## src/rtl/uart_arb_pkg.sv

```systemverilog
// Shared FSM state encoding and sizing helper for the UART transmit arbiter.
package uart_arb_pkg;

    typedef logic [1:0] state_t;

    localparam state_t ST_IDLE      = 2'd0;
    localparam state_t ST_SEND      = 2'd1;
    localparam state_t ST_WAIT_DONE = 2'd2;
    localparam state_t ST_FINISH    = 2'd3;

    // Bit width able to hold 0..n-1, never narrower than one bit.
    function automatic int idx_w(input int n);
        return (n > 1) ? $clog2(n) : 1;
    endfunction

endpackage

```

## src/rtl/uart_rr_pick.sv

```systemverilog
// Combinational round-robin picker: first set request after the last winner, wrapping.
module uart_rr_pick
    import uart_arb_pkg::*;
#(
    parameter int NUM_REQ = 4
) (
    input  logic [NUM_REQ-1:0]          req_i,
    input  logic [idx_w(NUM_REQ)-1:0]   last_i,
    output logic [idx_w(NUM_REQ)-1:0]   win_o,
    output logic                        found_o
);

    localparam int IW = idx_w(NUM_REQ);

    int          idx;
    logic [IW-1:0] cand;

    always_comb begin
        win_o   = '0;
        found_o = 1'b0;
        idx     = 0;
        cand    = '0;
        for (int k = 1; k <= NUM_REQ; k++) begin
            idx = int'(last_i) + k;
            if (idx >= NUM_REQ) begin
                idx = idx - NUM_REQ;
            end
            cand = IW'(idx);
            if (!found_o && req_i[cand]) begin
                found_o = 1'b1;
                win_o   = cand;
            end
        end
    end

endmodule

```

## src/rtl/uart_tx_arbiter.sv

```systemverilog
// Round-robin arbiter sharing one UART transmitter among NUM_REQ byte producers.
// Optional watchdog enabled by defining UART_ARB_TIMEOUT_EN.
module uart_tx_arbiter
    import uart_arb_pkg::*;
#(
    parameter int NUM_REQ     = 4,
    parameter int DATA_W      = 8,
    parameter int SEND_HOLD   = 128,
    parameter int TIMEOUT_CYC = 2048
) (
    input  logic                        clk,
    input  logic                        rst,
    input  logic [NUM_REQ-1:0]          req_valid,
    input  logic [NUM_REQ*DATA_W-1:0]   req_data,
    output logic [NUM_REQ-1:0]          req_ready,
    output logic [NUM_REQ-1:0]          done_pulse,
    output logic [DATA_W-1:0]           tx_data,
    output logic                        tx_send,
    input  logic                        tx_done,
    output logic                        busy,
    output logic [idx_w(NUM_REQ)-1:0]   grant_id,
    output logic                        timeout_err
);

    localparam int IW = idx_w(NUM_REQ);
    localparam int CW = idx_w(SEND_HOLD);

    if (NUM_REQ < 2 || NUM_REQ > 16 || SEND_HOLD < 1 || TIMEOUT_CYC < 1) begin : g_param_chk
        $error("uart_tx_arbiter: parameter out of range");
    end

    state_t              state_q, state_d;
    logic [IW-1:0]       last_q, last_d;
    logic [IW-1:0]       grant_q, grant_d;
    logic [DATA_W-1:0]   data_q, data_d;
    logic [NUM_REQ-1:0]  ready_q, ready_d;
    logic [NUM_REQ-1:0]  done_q, done_d;
    logic                send_q, send_d;
    logic [CW-1:0]       cnt_q, cnt_d;
    logic                flag_q, flag_d;
    logic                txd_q, txd_q2;
    logic                done_evt;
    logic                wd_hit;
    logic                enter_fin;
    logic [IW-1:0]       pick_win;
    logic                pick_found;
    logic [DATA_W-1:0]   req_byte [NUM_REQ];

    for (genvar i = 0; i < NUM_REQ; i++) begin : g_unpack
        assign req_byte[i] = req_data[i*DATA_W +: DATA_W];
    end

    uart_rr_pick #(
        .NUM_REQ (NUM_REQ)
    ) u_pick (
        .req_i   (req_valid),
        .last_i  (last_q),
        .win_o   (pick_win),
        .found_o (pick_found)
    );

    // donetx comes from the slow baud domain logic; only its rising edge marks completion.
    assign done_evt = txd_q & ~txd_q2;

    always_comb begin
        state_d   = state_q;
        last_d    = last_q;
        grant_d   = grant_q;
        data_d    = data_q;
        ready_d   = '0;
        done_d    = '0;
        send_d    = send_q;
        cnt_d     = cnt_q;
        flag_d    = flag_q;
        enter_fin = 1'b0;
        case (state_q)
            ST_IDLE: begin
                if (pick_found) begin
                    state_d           = ST_SEND;
                    grant_d           = pick_win;
                    data_d            = req_byte[pick_win];
                    ready_d[pick_win] = 1'b1;
                    send_d            = 1'b1;
                    cnt_d             = CW'(SEND_HOLD - 1);
                    flag_d            = 1'b0;
                end
            end
            ST_SEND: begin
                // A completion can arrive while send is still held; remember it.
                flag_d = flag_q | done_evt;
                if (wd_hit) begin
                    enter_fin = 1'b1;
                end else if (cnt_q == '0) begin
                    send_d = 1'b0;
                    if (flag_q || done_evt) begin
                        enter_fin = 1'b1;
                    end else begin
                        state_d = ST_WAIT_DONE;
                    end
                end else begin
                    cnt_d = cnt_q - 1'b1;
                end
            end
            ST_WAIT_DONE: begin
                if (done_evt || wd_hit) begin
                    enter_fin = 1'b1;
                end
            end
            ST_FINISH: begin
                state_d = ST_IDLE;
            end
            default: begin
                state_d = ST_IDLE;
            end
        endcase
        if (enter_fin) begin
            state_d         = ST_FINISH;
            send_d          = 1'b0;
            done_d[grant_q] = 1'b1;
            last_d          = grant_q;
        end
    end

    always_ff @(posedge clk or posedge rst) begin
        if (rst) begin
            state_q <= ST_IDLE;
            last_q  <= IW'(NUM_REQ - 1);
            grant_q <= '0;
            data_q  <= '0;
            ready_q <= '0;
            done_q  <= '0;
            send_q  <= 1'b0;
            cnt_q   <= '0;
            flag_q  <= 1'b0;
            txd_q   <= 1'b0;
            txd_q2  <= 1'b0;
        end else begin
            state_q <= state_d;
            last_q  <= last_d;
            grant_q <= grant_d;
            data_q  <= data_d;
            ready_q <= ready_d;
            done_q  <= done_d;
            send_q  <= send_d;
            cnt_q   <= cnt_d;
            flag_q  <= flag_d;
            txd_q   <= tx_done;
            txd_q2  <= txd_q;
        end
    end

`ifdef UART_ARB_TIMEOUT_EN
    localparam int WDW = idx_w(TIMEOUT_CYC);

    logic [WDW-1:0] wd_q, wd_d;
    logic           terr_q;

    always_comb begin
        wd_d   = '0;
        wd_hit = 1'b0;
        if (state_q == ST_SEND || state_q == ST_WAIT_DONE) begin
            wd_d   = wd_q + 1'b1;
            wd_hit = !(done_evt || flag_q) && (wd_q == WDW'(TIMEOUT_CYC - 1));
        end
    end

    always_ff @(posedge clk or posedge rst) begin
        if (rst) begin
            wd_q   <= '0;
            terr_q <= 1'b0;
        end else begin
            wd_q   <= wd_d;
            terr_q <= terr_q | wd_hit;
        end
    end

    assign timeout_err = terr_q;
`else
    assign wd_hit      = 1'b0;
    assign timeout_err = 1'b0;
`endif

    assign req_ready  = ready_q;
    assign done_pulse = done_q;
    assign tx_data    = data_q;
    assign tx_send    = send_q;
    assign busy       = (state_q != ST_IDLE);
    assign grant_id   = grant_q;

endmodule

```

## config.mk

```make
export PLATFORM = sky130hd
export DESIGN_NAME = uart_tx_arbiter
export DESIGN_NICKNAME = d
export VERILOG_FILES = /design/src/rtl/uart_arb_pkg.sv /design/src/rtl/uart_rr_pick.sv /design/src/rtl/uart_tx_arbiter.sv
export SDC_FILE = /design/constraint.sdc
export NUM_CORES = 1
export LEC_CHECK = 0
export ABC_AREA = 1
export CAP_MARGIN = 20
export CORE_AREA = 10 10 104 106
export DETAILED_ROUTE_END_ITERATION = 12
export DIE_AREA = 0 0 114 116
export PLACE_DENSITY = 0.5
export SLEW_MARGIN = 20
export SYNTH_ARGS = -nofsm -noshare
export SYNTH_HDL_FRONTEND = slang
export SYNTH_SLANG_ARGS = --single-unit
export TNS_END_PERCENT = 20
```

## constraint.sdc

```tcl
create_clock -name clk -period 2.9 [get_ports clk]
set_clock_uncertainty 0.2 [all_clocks]
set_input_delay 0.58 -clock clk [delete_from_list [all_inputs] [get_ports clk]]
set_output_delay 0.58 -clock clk [all_outputs]
set_load 0.03 [all_outputs]
```

==> results.json, run 1 <==
{
  "gr-total-overflow": 0,
  "ys_ff_latch": 33,
  "mappedNetlistArea_sq_um": 2140,
  "maxCapViolations": 0,
  "grt_pass1_wl_um": 10500,
  "routed-via-count": 2044,
  "period_needed_ps": 2670,
  "syn-mean-instance-area_sq_um": 7.07,
  "fin_ws_ps": 231,
  "status": "finished, final reports clean",
  "syn_nets": 347,
  "antenna_found_initial": 0,
  "fin_crit_sh_pct": 92.0,
  "worstSkewPairLatency_ps": 290,
  "setup_viol": 0,
  "gp_congestion": 0.849,
  "finalHoldViolCount": 0,
  "clkTransAtPathRegs_ps": 70,
  "instances_no_fill": 470,
  "dr.pass1.iters": 4,
  "dieArea_sq_um": 13200,
  "vias_per_cell": 4.35,
  "cp_slowest_cell": "clkdlybuf4s50_1",
  "die_h_um": 116,
  "fmax_ghz": 0.375,
  "grt_max_degree": 34,
  "place_inst": 462,
  "critPathBufInv": 3,
  "fin_setup_tns_ps": 0,
  "ios": 60,
  "rsz0062_at_grt": "false",
  "wirelength_um": 6120,
  "core_area_sq_um": 8680,
  "nets": 405,
  "drcViolationCount": 0,
  "start_util_pct": 24.7,
  "vdd_drop_max_v": 0.000342,
  "cpPeakStageDelay_ps": 710,
  "routedWlPerCell_um": 13.0,
  "hold_buffers": 0,
  "io_buffer_count": 58,
  "rows": 34,
  "powerDensity_nw_per_um2": 1180,
  "cts_root_buf": "clkbuf_8",
  "htree_levels": 2,
  "synth.distinct_cells": 30,
  "crit_path_end_kind": "output port",
  "drv_slew": 0,
  "fin_hold_ws_ps": 213,
  "hp-class": "register to register",
  "syn_to_final_growth_pct": 34.4,
  "cp-start-kind": "register",
  "fp.dieW_um": 114,
  "ant_nets": 0,
  "synth_edf_count": 0,
  "yosys_warnings": 0,
  "clock_path_buffers": 2,
  "synthFlopType": "dfrtp_1",
  "cp_top_family": "buffers and inverters",
  "dp_hpwl_um": 4730,
  "path_common_cell": "inv_1",
  "synth-seq-area-share_pct": 38.7,
  "path_max_fanout": 5,
  "synthArstFlopShare_pct": 100,
  "worst_ep_arrival_time_ps": 1890,
  "postCtsSetupRepairBufs": 0,
  "first_iter_violations": 143,
  "cts_inserted_buffers": 5,
  "p_leak_nw": 1.45,
  "grtUsageTotal_pct": 9.59,
  "cts_tree": "done",
  "crit_type": "register to output port",
  "post_route_cells_drive_above_1_share_pct": 11.9,
  "ctsResizeCount": 0,
  "worstPathRequired_ps": 2120,
  "synthCells": 303,
  "diodes": 0,
  "numClockSinks": 33,
  "crit_chain": "inv_1 > ha_1 > inv_1 > clkdlybuf4s50_1",
  "dp_slack_ps": 122,
  "grt_pass1_vias": 2111
}
==> synthesized netlist by cell type (2+ instances only) <==
cell / n / share of area [%]
nor3_1: 3 / 0.70
inv_1: 24 / 4.2
buf_4: 3 / 1.1
xor2_1: 3 / 1.2
nand2_1: 131 / 23
o21ai_2: 2 / 0.82
dfrtp_1: 31 / 36
nor2_1: 10 / 1.8
dfstp_2: 2 / 2.5
inv_2: 2 / 0.35
o21ai_1: 10 / 2.3
buf_6: 4 / 2.1
nand2_2: 17 / 5.0
ha_1: 5 / 2.9
nand3_1: 29 / 6.8
clkbuf_1: 2 / 0.35
o21ai_0: 12 / 2.8
==> metal layers <==
layer	vias to the layer above	GRT usage [%]	part of all wire (%)
met1	916	13.0	50
met3	11	2.48	6.3
li1	1058	-	-
met4	0	3.17	1.8
met5	-	0	0
met2	59	14.4	42
==> placed cells by master, fill, tap and decap left out, drive strengths merged <==
| master | count |
|---|---|
| o211ai | 2 |
| xor2 | 3 |
| ha | 5 |
| nand3 | 31 |
| nor3 | 4 |
| clkinvlp | 1 |
| conb | 1 |
| buf | 4 |
| nor2 | 11 |
| nand2 | 149 |
| a21oi | 1 |
| dfstp | 2 |
| clkdlybuf4s50 | 58 |
| clkinv | 2 |
| dfrtp | 31 |
| nand4 | 1 |
| inv | 27 |
| o21ai | 24 |
| clkbuf | 5 |
==> where the power goes <==
group / leakage (nW) / switching (mW) / internal (mW) / total, mW
clock: 0.0439 / 0.175 / 0.165 / 0.340
combinational: 0.995 / 1.51 / 0.780 / 2.29
sequential: 0.408 / 0.119 / 0.650 / 0.769
==> path summary, 6_finish.rpt <==
| kind | from | endpoint | slack, ps | cells after the start |
|---|---|---|---|---|
| max reg2reg | last_q[0] | cnt_q[3] | 490 | 13 |
| min in group asynchronous | rst | req_ready[1] | 490 | 3 |
| min | txd_q | txd_q2 | 210 | 0 |
| max | state_q[0] | busy | 230 | 4 |
| max in group asynchronous | rst | last_q[1] | 1670 | 3 |
| min reg2reg | txd_q | txd_q2 | 210 | 0 |
==> flip-flops by register name, indices dropped and copies added (netlist names) <==
signal,count
cnt_q,7
done_pulse,4
flag_q,1
grant_id,2
last_q,2
req_ready,4
state_q,2
tx_data,8
tx_send,1
txd_q,1
txd_q2,1
==> final cells by class <==
class | instances | area [sq um]
fill | 925 | 5800
clock buffer | 5 | 68.8
clock inverter | 3 | 17.5
multi-input combinational | 232 | 1110
inverter | 27 | 106
tap | 108 | 135
sequential | 33 | 828
timing repair buffer | 62 | 611
==> through the flow <==
stage / total power [mW] / instance area, sq um / util, %
floorplan: 2.53 / 2140 / -
global placement: 3.08 / 2790 / 32.2
detailed placement: 3.10 / 2790 / 32.2
CTS: 3.47 / 2880 / 33.2
global route: 3.82 / 2880 / 33.2
finish: 3.40 / 2880 / 33.2
==> cells by family (layout without fill, tap and decap cells) <==
family                   Yosys count  in the layout  share of synthesized area [%]
AND/OR/NAND/NOR                  196            196                           40.3
buffers and inverters             38             97                           9.41
flip-flops                        33             33                           38.7
AO/OA/AOI/OAI                     27             27                           7.31
adder cells (fa/ha/maj)            5              5                           2.92
XOR/XNOR                           3              3                           1.23
other                              1              1                          0.175
Note: power is estimated with default switching activity, not from simulation.
==> inputs of run 2 (changes only) <==
Settings changed: CAP_MARGIN 20 to not set, DONT_BUFFER_PORTS set to 1, PLACE_DENSITY 0.5 to 0.41, SLEW_MARGIN 20 to not set.
==> results.json, run 2 (synthesis results as in run 1) <==
{
  "fin_setup_tns_ps": 0,
  "dieArea_sq_um": 13200,
  "rsz0062_at_grt": "false",
  "nets": 346,
  "antenna_found_initial": 0,
  "numClockSinks": 33,
  "fin_area_sq_um": 2290,
  "cts_root_buf": "clkbuf_8",
  "post_route_cells_drive_above_1_share_pct": 13.9,
  "postCtsSetupRepairBufs": 0,
  "io_buffer_count": 0,
  "grtUsageTotal_pct": 8.86,
  "fp.dieW_um": 114,
  "combPwrFrac_pct": 58.2,
  "swShare_pct": 55.6,
  "crit_type": "register to register",
  "status": "finished, final reports clean",
  "critPathBufInv": 3,
  "dr.pass1.iters": 4,
  "clock_path_buffers": 2,
  "path_max_fanout": 11,
  "grt_pass1_vias": 1810,
  "final_cell_mix": "131 x nand2_1, 31 x dfrtp_1, 29 x nand3_1, 24 x inv_1, 17 x nand2_2",
  "routed-via-count": 1832,
  "grt_pass1_wl_um": 9520,
  "nFillCells": 971,
  "cp-start-kind": "register",
  "vias_per_cell": 4.46,
  "worstSkewPairLatency_ps": 290,
  "grt_max_degree": 34,
  "powerDensity_nw_per_um2": 1360,
  "crit_chain": "inv_6 > nand2_1 > nand2_1 > nand2_1 > nand2_2 > nor2_4 > nand3_2 > nand2_1 > buf_4 > inv_1 > nand2_1 > o21ai_0",
  "wirelength_um": 5740,
  "intPower_mw": 1.38,
  "power.total_mw": 3.12,
  "power_switching_mw": 1.73,
  "gr-total-overflow": 0,
  "cp_slowest_cell": "dfstp_2",
  "worstPathRequired_ps": 2870,
  "dp_hpwl_um": 4570,
  "routedWlPerCell_um": 14.0,
  "first_iter_violations": 81,
  "drcViolationCount": 0,
  "p_leak_nw": 1.22,
  "utilization_pct": 26.4,
  "ctsResizeCount": 0,
  "die_h_um": 116,
  "vdd_drop_max_v": 0.000243,
  "multi_input_area_sq_um": 1110,
  "hold_buffers": 0,
  "regArea_sq_um": 828,
  "place_inst": 403,
  "placed_cell_area_sq_um": 2200,
  "clkTransAtPathRegs_ps": 80,
  "syn_to_final_growth_pct": 6.96,
  "dp_slack_ps": 518,
  "fin_hold_ws_ps": 69.2,
  "cts_tree": "done",
  "htree_levels": 2,
  "largest_reg_flops": 8,
  "maxCapViolations": 0,
  "period_needed_ps": 2400,
  "fmax_ghz": 0.416,
  "power_frac_seq_pct": 30.6,
  "finalHoldViolCount": 0,
  "start_util_pct": 24.7,
  "path_common_cell": "nand2_1",
  "instances_no_fill": 411,
  "final_common_cell": "nand2_1",
  "cts_inserted_buffers": 5,
  "ios": 60,
  "p_clk_share_pct": 11.3,
  "hp-class": "primary input to async pin",
  "cpPeakStageDelay_ps": 660,
  "worst_ep_arrival_time_ps": 2370,
  "diodes": 0,
  "crit_path_end_kind": "register",
  "cp_top_family": "simple AND/OR/NAND/NOR gates",
  "gp_congestion": 0.724,
  "rows": 34,
  "setup_viol": 0,
  "core_area_sq_um": 8680,
  "fin_ws_ps": 497,
  "drv_slew": 0,
  "ant_nets": 0,
  "fin_crit_sh_pct": 82.8
}
[run 2: cell type report]
type	instances	share of cell area (%)
multi-input cells	232	48.5
flip-flops and latches	33	36.2
well taps	108	5.90
inverters	27	4.64
clock buffers	5	3.01
repair buffers	3	0.984
clock inverters	3	0.765
[run 2: final timing paths]
path / startpoint / to / slack [ps] / depth (start not counted)
worst max-delay path: last_q[0] / grant_id[0] / 500 / 12
worst min-delay path: rst / tx_data[3] / 70 / 2
worst max register to register: last_q[0] / grant_id[0] / 500 / 12
worst min register to register: txd_q / txd_q2 / 210 / 0
max in group asynchronous: rst / last_q[1] / 2100 / 2
min in group clk: tx_done / txd_q / 120 / 0
[run 2: power groups by stage]
stage / Clock [mW] / Sequential [mW] / Combinational (mW)
floorplan: 0 / 0.900 / 1.63
global placement: 0 / 0.972 / 1.85
detailed placement: 0 / 0.970 / 1.84
CTS: 0.369 / 0.961 / 1.85
global route: 0.386 / 0.980 / 2.15
finish: 0.351 / 0.954 / 1.81
[run 2: routing by layer]
metal  up-vias  share of wire (%)  GRT usage (%)
li1        948                  -              -
met1       829                 43           10.4
met2        49                 46           14.6
met3         6                9.1           3.41
met4         0                1.1           2.76
met5         -                  0              0
==> inputs of run 3 (changes only) <==
Clock period 2.9 ns to 2.25 ns, I/O delays scaled along.
==> results.json, run 3 (synthesis results as in run 1) <==
{
  "crit_type": "register to register",
  "dieArea_sq_um": 13200,
  "period_needed_ps": 2210,
  "critPathLaunch": "last_q[0]",
  "first_iter_violations": 122,
  "hold_path_depth": 0,
  "rr_endpoint": "cnt_q[1]",
  "vias_per_cell": 4.56,
  "status": "finished, final reports clean",
  "final_common_cell": "nand2_1",
  "swShare_pct": 52.9,
  "p_leak_nw": 1.45,
  "rows": 34,
  "hp-class": "register to register",
  "dp_slack_ps": -50.2,
  "core_area_sq_um": 8680,
  "syn_to_final_growth_pct": 30.7,
  "routed-via-count": 2018,
  "grt_pass1_wl_um": 9550,
  "drcViolationCount": 0,
  "setup_viol": 0,
  "vdd_drop_max_v": 0.000392,
  "wirelength_um": 6700,
  "start_util_pct": 24.7,
  "path_max_fanout": 8,
  "gr-total-overflow": 0,
  "rsz0062_at_grt": "true",
  "ant_nets": 0,
  "intPower_mw": 2.50,
  "path_common_cell": "nand2_2",
  "crit_chain": "buf_12 > inv_8 > nand2_2 > nand2_2 > nand2_2 > nand2_4 > nor2_4 > nand3_4 > nand2_4 > o21ai_4 > o21ai_4 > clkinvlp_4 > o21ai_1",
  "post_route_cells_drive_above_1_share_pct": 30.1,
  "grt_max_degree": 34,
  "cts_root_buf": "clkbuf_8",
  "fp.dieW_um": 114,
  "clock_path_buffers": 2,
  "cts_inserted_buffers": 5,
  "diodes": 0,
  "grtUsageTotal_pct": 8.85,
  "reg2reg_setup_slack_ps": 40,
  "cts_tree": "done",
  "timing.rr.start": "last_q[0]",
  "antenna_found_initial": 0,
  "fin_crit_sh_pct": 98.1,
  "combPwrFrac_pct": 68.7,
  "routedWlPerCell_um": 15.1,
  "power_frac_seq_pct": 22.7,
  "largest_reg_flops": 8,
  "nets": 378,
  "dr.pass1.iters": 4,
  "p_clk_share_pct": 8.6,
  "power_switching_mw": 2.81,
  "crit_path_end_kind": "register",
  "die_h_um": 116,
  "io_buffer_count": 0,
  "r2r_cells": 13,
  "fmax_ghz": 0.453,
  "clkTransAtPathRegs_ps": 80,
  "ios": 60,
  "worstSkewPairLatency_ps": 290,
  "cp_slowest_cell": "dfstp_2",
  "powerDensity_nw_per_um2": 1900,
  "finalHoldViolCount": 0,
  "cp-start-kind": "register",
  "gp_congestion": 0.771,
  "drv_slew": 0,
  "numClockSinks": 33,
  "fin_setup_tns_ps": 0,
  "whs_endpoint": "txd_q2",
  "htree_levels": 2,
  "grt_pass1_vias": 1863,
  "maxCapViolations": 0,
  "dp_hpwl_um": 4620,
  "cpPeakStageDelay_ps": 560,
  "worstPathRequired_ps": 2260,
  "worst_ep_arrival_time_ps": 2220,
  "fin_ws_ps": 42.7,
  "worstHoldStart": "txd_q",
  "final_cell_mix": "113 x nand2_1, 31 x dfrtp_1, 27 x nand3_1, 23 x nand2_2, 22 x inv_1"
}
## run 3: cell types whose count changed in the layout (fill, tap and decap cells not counted), moves of 3 or more
cell / previous run / this run
nand2_1: 131 / 113
buf_4: 3 / 18
nand2_4: 1 / 13
buf_6: 0 / 6
nand2_2: 17 / 23
nand3_4: 1 / 5
o21ai_1: 10 / 6
o21ai_4: 0 / 3
## run 3: worst max-delay path: cells and delay by family (launching register included)
family          cells  cell delay (ps)
compound gates      3              330
buf+inv             3              390
flops               1              560
simple gates        7              650
## run 3: layer usage
layer  track usage, %  share of wire, %  wire [um]  up-vias
met5                0                 0          0        -
met4             2.76               1.3         85        0
met3             2.89               7.9        527        8
met2             15.3                49       3280       53
met1             10.2                42       2810      939
li1                 -                 -          -     1018
## run 3: metrics by stage
stage	instances	instance area [sq um]	hold slack, ps	util, %	power [mW]
finish	443	2800	216	32.3	5.31
global route	443	2800	241	32.3	5.78
floorplan	303	2140	175	-	3.25
CTS	426	2410	216	27.8	4.32
detailed placement	416	2300	199	26.5	3.82
global placement	416	2300	192	26.5	3.81
## run 3: how the worst max path moves through the flow
stage / slack, ps / endpoint
after floorplan: 210 / state_q[0]
after global placement: 3 / cnt_q[3]
after detailed placement: -50 / cnt_q[3]
after CTS: -20 / tx_data[1]
after global routing: -80 / tx_data[0]
final: 40 / cnt_q[1]
## run 3: area by class of cell
| cell class | instances | area, sq um |
|---|---|---|
| fill | 952 | 5880 |
| timing repair buffer | 31 | 288 |
| tap | 108 | 135 |
| timing repair inverter | 1 | 7.51 |
| multi-input combinational | 235 | 1350 |
| clock buffer | 5 | 68.8 |
| clock inverter | 3 | 17.5 |
| sequential | 33 | 828 |
| inverter | 27 | 109 |
## run 3: power groups by stage
stage	registers (mW)	logic (mW)	clock network, mW
detailed placement	1.24	2.59	0
CTS	1.23	2.61	0.479
finish	1.20	3.64	0.459
global placement	1.24	2.57	0
global route	1.23	4.06	0.489
floorplan	1.16	2.10	0
## run 3: repair_timing
item / CTS / global route
pin swaps: 0 / 18
resized for setup: 2 / 62
setup endpoints to repair: 12 / 22
cloned: 0 / 4
setup buffers: 0 / 14
hold buffers: 2 / 0
endpoints found under the hold margin: 32 / 0
